==> src/rtl/fpnew_pkg.sv <==
// fpnew_pkg: FPU status flag type shared with the accelerator response path.
package fpnew_pkg;
    typedef struct packed {
        logic nv;
        logic dz;
        logic of;
        logic uf;
        logic nx;
    } status_t;
endpackage

==> src/rtl/acc_pkg.sv <==
// acc_pkg: accelerator-wide types, including the FPU response reorder buffer entry.
package acc_pkg;
    localparam int ACC_ROB_ENTRIES = 4;
    typedef logic [4:0]  reg_addr_t;
    typedef logic [31:0] data_t;
    typedef logic [3:0]  tag_t;
    typedef struct packed {
        data_t               result;
        fpnew_pkg::status_t  status;
        tag_t                tag;
    } fpu_resp_t;
    typedef enum logic [1:0] {
        ROB_FREE    = 2'd0,
        ROB_PENDING = 2'd1,
        ROB_DONE    = 2'd2
    } rob_state_e;
    typedef struct packed {
        rob_state_e          state;
        reg_addr_t           rd;
        data_t               result;
        fpnew_pkg::status_t  status;
    } rob_entry_t;
endpackage

==> src/rtl/acc_resp_rob.sv <==
// acc_resp_rob: reorders out-of-order FPU responses into in-order register writeback.
// Define ACC_RESP_ROB_BYPASS_EN to let a response to the head write back in the same cycle.
module acc_resp_rob
    import acc_pkg::*;
#(
    parameter int NUM_ENTRIES = ACC_ROB_ENTRIES
) (
    input  logic               clk_i,
    input  logic               rst_i,
    input  logic               alloc_valid_i,
    output logic               alloc_ready_o,
    input  reg_addr_t          alloc_rd_i,
    output tag_t               alloc_tag_o,
    input  logic               resp_valid_i,
    output logic               resp_ready_o,
    input  fpu_resp_t          resp_i,
    output logic               wb_valid_o,
    input  logic               wb_ready_i,
    output reg_addr_t          wb_rd_o,
    output data_t              wb_data_o,
    output fpnew_pkg::status_t fflags_o,
    input  logic               fflags_clr_i,
    output logic               err_o,
    output logic               busy_o
);
    localparam int IW = $clog2(NUM_ENTRIES);
    localparam logic [IW:0] CNT_FULL = (IW+1)'(NUM_ENTRIES);

    rob_entry_t         entries [NUM_ENTRIES];
    logic [IW-1:0]      head, tail, resp_idx;
    logic [IW:0]        count;
    logic               legal, byp, alloc, retire;
    fpnew_pkg::status_t wb_status;

    assign resp_idx = resp_i.tag[IW-1:0];
    // Upper tag bits must be clear so aliases of a valid index are rejected.
    assign legal = resp_valid_i && ((resp_i.tag >> IW) == '0) &&
                   (entries[resp_idx].state == ROB_PENDING);
`ifdef ACC_RESP_ROB_BYPASS_EN
    assign byp = legal && (resp_idx == head);
`else
    assign byp = 1'b0;
`endif
    assign alloc_ready_o = count != CNT_FULL;
    assign alloc_tag_o   = tag_t'(tail);
    assign resp_ready_o  = 1'b1;
    assign alloc         = alloc_valid_i && alloc_ready_o;
    assign wb_valid_o    = (entries[head].state == ROB_DONE) || byp;
    assign retire        = wb_valid_o && wb_ready_i;
    assign wb_rd_o       = entries[head].rd;
    assign wb_data_o     = byp ? resp_i.result : entries[head].result;
    assign wb_status     = byp ? resp_i.status : entries[head].status;
    assign busy_o        = count != '0;

    always_ff @(posedge clk_i or posedge rst_i) begin
        if (rst_i) begin
            for (int i = 0; i < NUM_ENTRIES; i++) entries[i] <= '0;
            head     <= '0;
            tail     <= '0;
            count    <= '0;
            fflags_o <= '0;
            err_o    <= 1'b0;
        end else begin
            // Retire is applied last so a bypassed head goes straight to FREE.
            for (int i = 0; i < NUM_ENTRIES; i++) begin
                if (alloc && tail == IW'(i)) begin
                    entries[i].state <= ROB_PENDING;
                    entries[i].rd    <= alloc_rd_i;
                end
                if (legal && resp_idx == IW'(i)) begin
                    entries[i].state  <= ROB_DONE;
                    entries[i].result <= resp_i.result;
                    entries[i].status <= resp_i.status;
                end
                if (retire && head == IW'(i)) entries[i].state <= ROB_FREE;
            end
            if (alloc) tail <= tail + IW'(1);
            if (retire) head <= head + IW'(1);
            count    <= count + (IW+1)'(alloc) - (IW+1)'(retire);
            fflags_o <= (fflags_clr_i ? '0 : fflags_o) | (retire ? wb_status : '0);
            err_o    <= err_o | (resp_valid_i && !legal);
        end
    end
endmodule
==> config.mk <==
export PLATFORM = sky130hd
export DESIGN_NAME = acc_resp_rob
export DESIGN_NICKNAME = d
export VERILOG_FILES = /design/src/rtl/fpnew_pkg.sv /design/src/rtl/acc_pkg.sv /design/src/rtl/acc_resp_rob.sv
export SDC_FILE = /design/constraint.sdc
export NUM_CORES = 1
export LEC_CHECK = 0
export ABC_AREA = 1
export CORE_MARGIN = 2
export CORE_UTILIZATION = 57
export CTS_CLUSTER_DIAMETER = 80
export CTS_CLUSTER_SIZE = 20
export DETAILED_ROUTE_END_ITERATION = 10
export PLACE_DENSITY = 0.81
export SLEW_MARGIN = 0
export SYNTH_ARGS = -nofsm -noshare
export SYNTH_HDL_FRONTEND = slang
export SYNTH_SLANG_ARGS = --single-unit
==> constraint.sdc <==
create_clock -name clk_i -period 6.8 [get_ports clk_i]
set_input_delay 0.68 -clock clk_i [delete_from_list [all_inputs] [get_ports clk_i]]
set_output_delay 0.68 -clock clk_i [all_outputs]
set_load 0.02 [all_outputs]
==> results.py <==
metrics = {
    "job": {
        "cap_violations": 0,
    },
    "worst_setup_path": {
        "path_class": "input port to flip-flop",
        "critPathMaxFanout": 59,
        "startpoint_type": "input port",
        "r2r_end": "count[2]$_DFF_PP0_",
        "required_ps": 7110,
        "cp_top_family": "simple AND/OR/NAND/NOR gates",
        "max_stage_delay_ps": 970,
        "worstSetupEndpointType": "flip-flop",
        "reg2reg_from": "head[0]$_DFFE_PP0P_",
        "reg2reg_depth": 12,
        "critPathSlowestCell": "nand3_2",
        "rrSetupSlack_ps": 3360,
        "critPathArrivalTime_ps": 4400,
        "cp_cell_sequence": "clkdlybuf4s50_1 -> nor2_4 -> nand2_1 -> nand2_2 -> nor2_8 -> buf_4 -> nand3_2 -> nand2_1 -> nand2_1",
        "crit_path_frequent_cell": "nand2_1",
        "worst-path-buf-inv": 2,
    },
    "place": {
        "port_buffers": 99,
        "routabilityCongestion": 0.797,
        "place_hpwl_um": 13000,
    },
    "sta": {
        "hold_viol_final": 0,
        "tns_ps": 0,
        "fin_skew_ps": 7.68,
        "period_needed_ps": 4090,
        "grt_setup_unrepaired": "no",
        "setup_viol": 0,
        "relSlewSlack_pct": 26.3,
        "fmax_mhz": 244,
        "worst_pin_slew_ps": 1100,
        "period_share_pct": 60.2,
        "finalMaxSlewViolations": 0,
    },
    "layout": {
        "seq_area_um2": 4730,
        "nFillCells": 1326,
        "drive_gt1_share_pct": 4.76,
        "area_delta_synth_final_pct": 15.7,
        "diodes": 0,
        "nets": 1205,
        "multi_input_area_um2": 3810,
    },
    "routing": {
        "wl_per_cell_um": 17.3,
        "drt_iter0_drc": 1130,
        "ant_nets": 0,
        "first_pass_iters": 6,
        "vias_per_cell": 6.08,
        "detailroute.via_count": 8339,
        "wl_um": 23700,
        "drc": 0,
    },
    "clock_tree": {
        "worstSkewPairLatency_ps": 440,
        "cts_tree": "yes",
        "htreeDepth": 4,
        "cts.clk_slew.worst_paths_ps": 70,
        "clockBufferDepth": 2,
        "cts.sinks": 189,
        "cts_resized": 0,
        "post_cts_buffers": 0,
        "root_buffer": "clkbuf_16",
        "cts-hold-fix-buffers": 0,
        "numCtsBuffers": 17,
    },
    "floorplanning": {
        "die-height_um": 131,
        "rows": 46,
        "core_um2": 15800,
        "ios": 103,
        "initial_core_util_pct": 58.0,
        "die_area_um2": 17100,
        "die_w_um": 131,
    },
    "global_routing": {
        "grt-ovfl-total": 0,
        "grt_pass1_wl_um": 38500,
        "grt_usage_pct": 28.7,
        "grt_max_degree": 106,
        "antenna_found_initial": 0,
        "grt_pass1_vias": 7482,
    },
    "min_path": {
        "hold_path_depth": 1,
        "worstHoldStart": "err_o$_DFF_PP0_",
        "hold_path.class": "flip-flop to flip-flop",
        "min_to": "err_o$_DFF_PP0_",
    },
    "outcome": {
        "outcome": "finished clean",
    },
    "pwr": {
        "p_per_area_nw_per_um2": 459,
        "ir_worst_vdd_v": 0.000363,
        "leakagePower_nw": 5.17,
        "fin_total_pwr_mw": 4.87,
    },
    "yosys": {
        "syn_area_um2": 9150,
        "syn_avg_cell_area_um2": 8.23,
        "synthCells": 1112,
        "ys_seq_elements": 189,
        "synth-seq-area-share_pct": 51.7,
        "synth_warnings": 0,
        "yosysUniqueCellTypes": 26,
    },
}
## cell usage after synthesis, drive strengths merged
master | n | share of area, %
a21o | 1 | 0.082
a21oi | 4 | 0.22
buf | 64 | 4.2
clkbuf | 34 | 1.4
clkinv | 1 | 0.041
conb | 2 | 0.082
dfrtp | 189 | 52
fa | 1 | 0.22
ha | 10 | 1.4
inv | 33 | 1.4
nand2 | 353 | 15
nand3 | 15 | 1.1
nand4 | 148 | 10
nor2 | 98 | 4.2
o21ai | 113 | 6.2
o22ai | 42 | 2.9
xnor2 | 2 | 0.19
xor2 | 2 | 0.19
## report_power, final
part / internal [mW] / switching [mW] / leakage, nW
registers: 1.55 / 0.236 / 2.43
clock network: 0.570 / 0.427 / 0.286
logic: 0.793 / 1.29 / 2.45
## layout by cell type (no fill, tap or decap)
master / instances
o21ai_0: 113
inv_1: 29
nor2_8: 1
clkinvlp_4: 2
clkbuf_8: 3
a21oi_1: 4
nand2_1: 351
fa_1: 1
dfrtp_1: 188
o22ai_1: 42
clkinv_4: 1
buf_4: 9
nor2_1: 94
inv_2: 3
xor2_1: 2
nor2_4: 3
clkinv_1: 1
nand2_2: 1
nand3_2: 5
a21o_1: 1
clkdlybuf4s50_1: 99
nand4_1: 148
clkbuf_16: 17
nand2_4: 1
inv_6: 2
nand3_1: 10
ha_1: 10
clkinv_2: 4
xnor2_1: 2
bufinv_16: 2
clkbuf_1: 2
conb_1: 3
dfrtp_2: 1
## how the worst max path moves through the flow
stage                         endpoint  cells past startpoint  slack, ps      start
3_5_place_dp   entries[95]$_DFFE_PP0P_                      9       2340  resp_i[0]
2_1_floorplan       count[0]$_DFF_PP0_                      1        980      rst_i
3_3_place_gp   entries[87]$_DFFE_PP0P_                      8       2440  resp_i[0]
4_1_cts        entries[86]$_DFFE_PP0P_                      9       2770  resp_i[0]
6_report       entries[47]$_DFFE_PP0P_                      9       2710  resp_i[0]
5_1_grt        entries[78]$_DFFE_PP0P_                      9       2400  resp_i[0]
## kinds of logic (layout without fill, tap and decap cells)
logic type | count (synthesis) | after routing | share of synthesized area, %
adders and majority gates | 11 | 11 | 1.59
and+or+nand+nor | 614 | 614 | 30.0
buffers and inverters | 132 | 174 | 6.97
DFF | 189 | 189 | 51.7
AOI/OAI and AO/OA | 160 | 160 | 9.35
other | 2 | 3 | 0.0820
xor gates and xnor gates | 4 | 4 | 0.383
## state kept, by name, summed over array words and instances, names as in the netlist
register,count
count,3
entries,176
err_o,1
fflags_o,5
head,2
tail,2
## cell type report
type | instances | area share (%)
Clock inverter | 10 | 1.06
Multi-Input combinational cell | 792 | 36.0
Clock buffer | 22 | 4.48
Sequential cell | 189 | 44.7
Inverter | 34 | 1.25
Tap cell | 216 | 2.55
Timing Repair Buffer | 108 | 9.99
## stage by stage
stage	std cells	setup WS, ps	hold slack [ps]	util [%]	instance area (um2)
after floorplan	1113	978	437	-	9160
after global placement	1339	2440	444	63.5	10000
after detailed placement	1339	2340	448	63.5	10000
after CTS	1371	2770	462	67.2	10600
after global routing	1371	2400	479	67.2	10600
final	1371	2710	458	67.2	10600
## metal layers
| layer | vias to the layer above | GRT usage, % | part of all wire [%] |
|---|---|---|---|
| li1 | 3809 | - | - |
| met3 | 30 | 4.48 | 8.4 |
| met1 | 4104 | 42.3 | 43 |
| met2 | 396 | 44.1 | 47 |
| met4 | 0 | 9.20 | 1.6 |
| met5 | - | 0 | 0 |
Power figures use the tool's default switching activity.
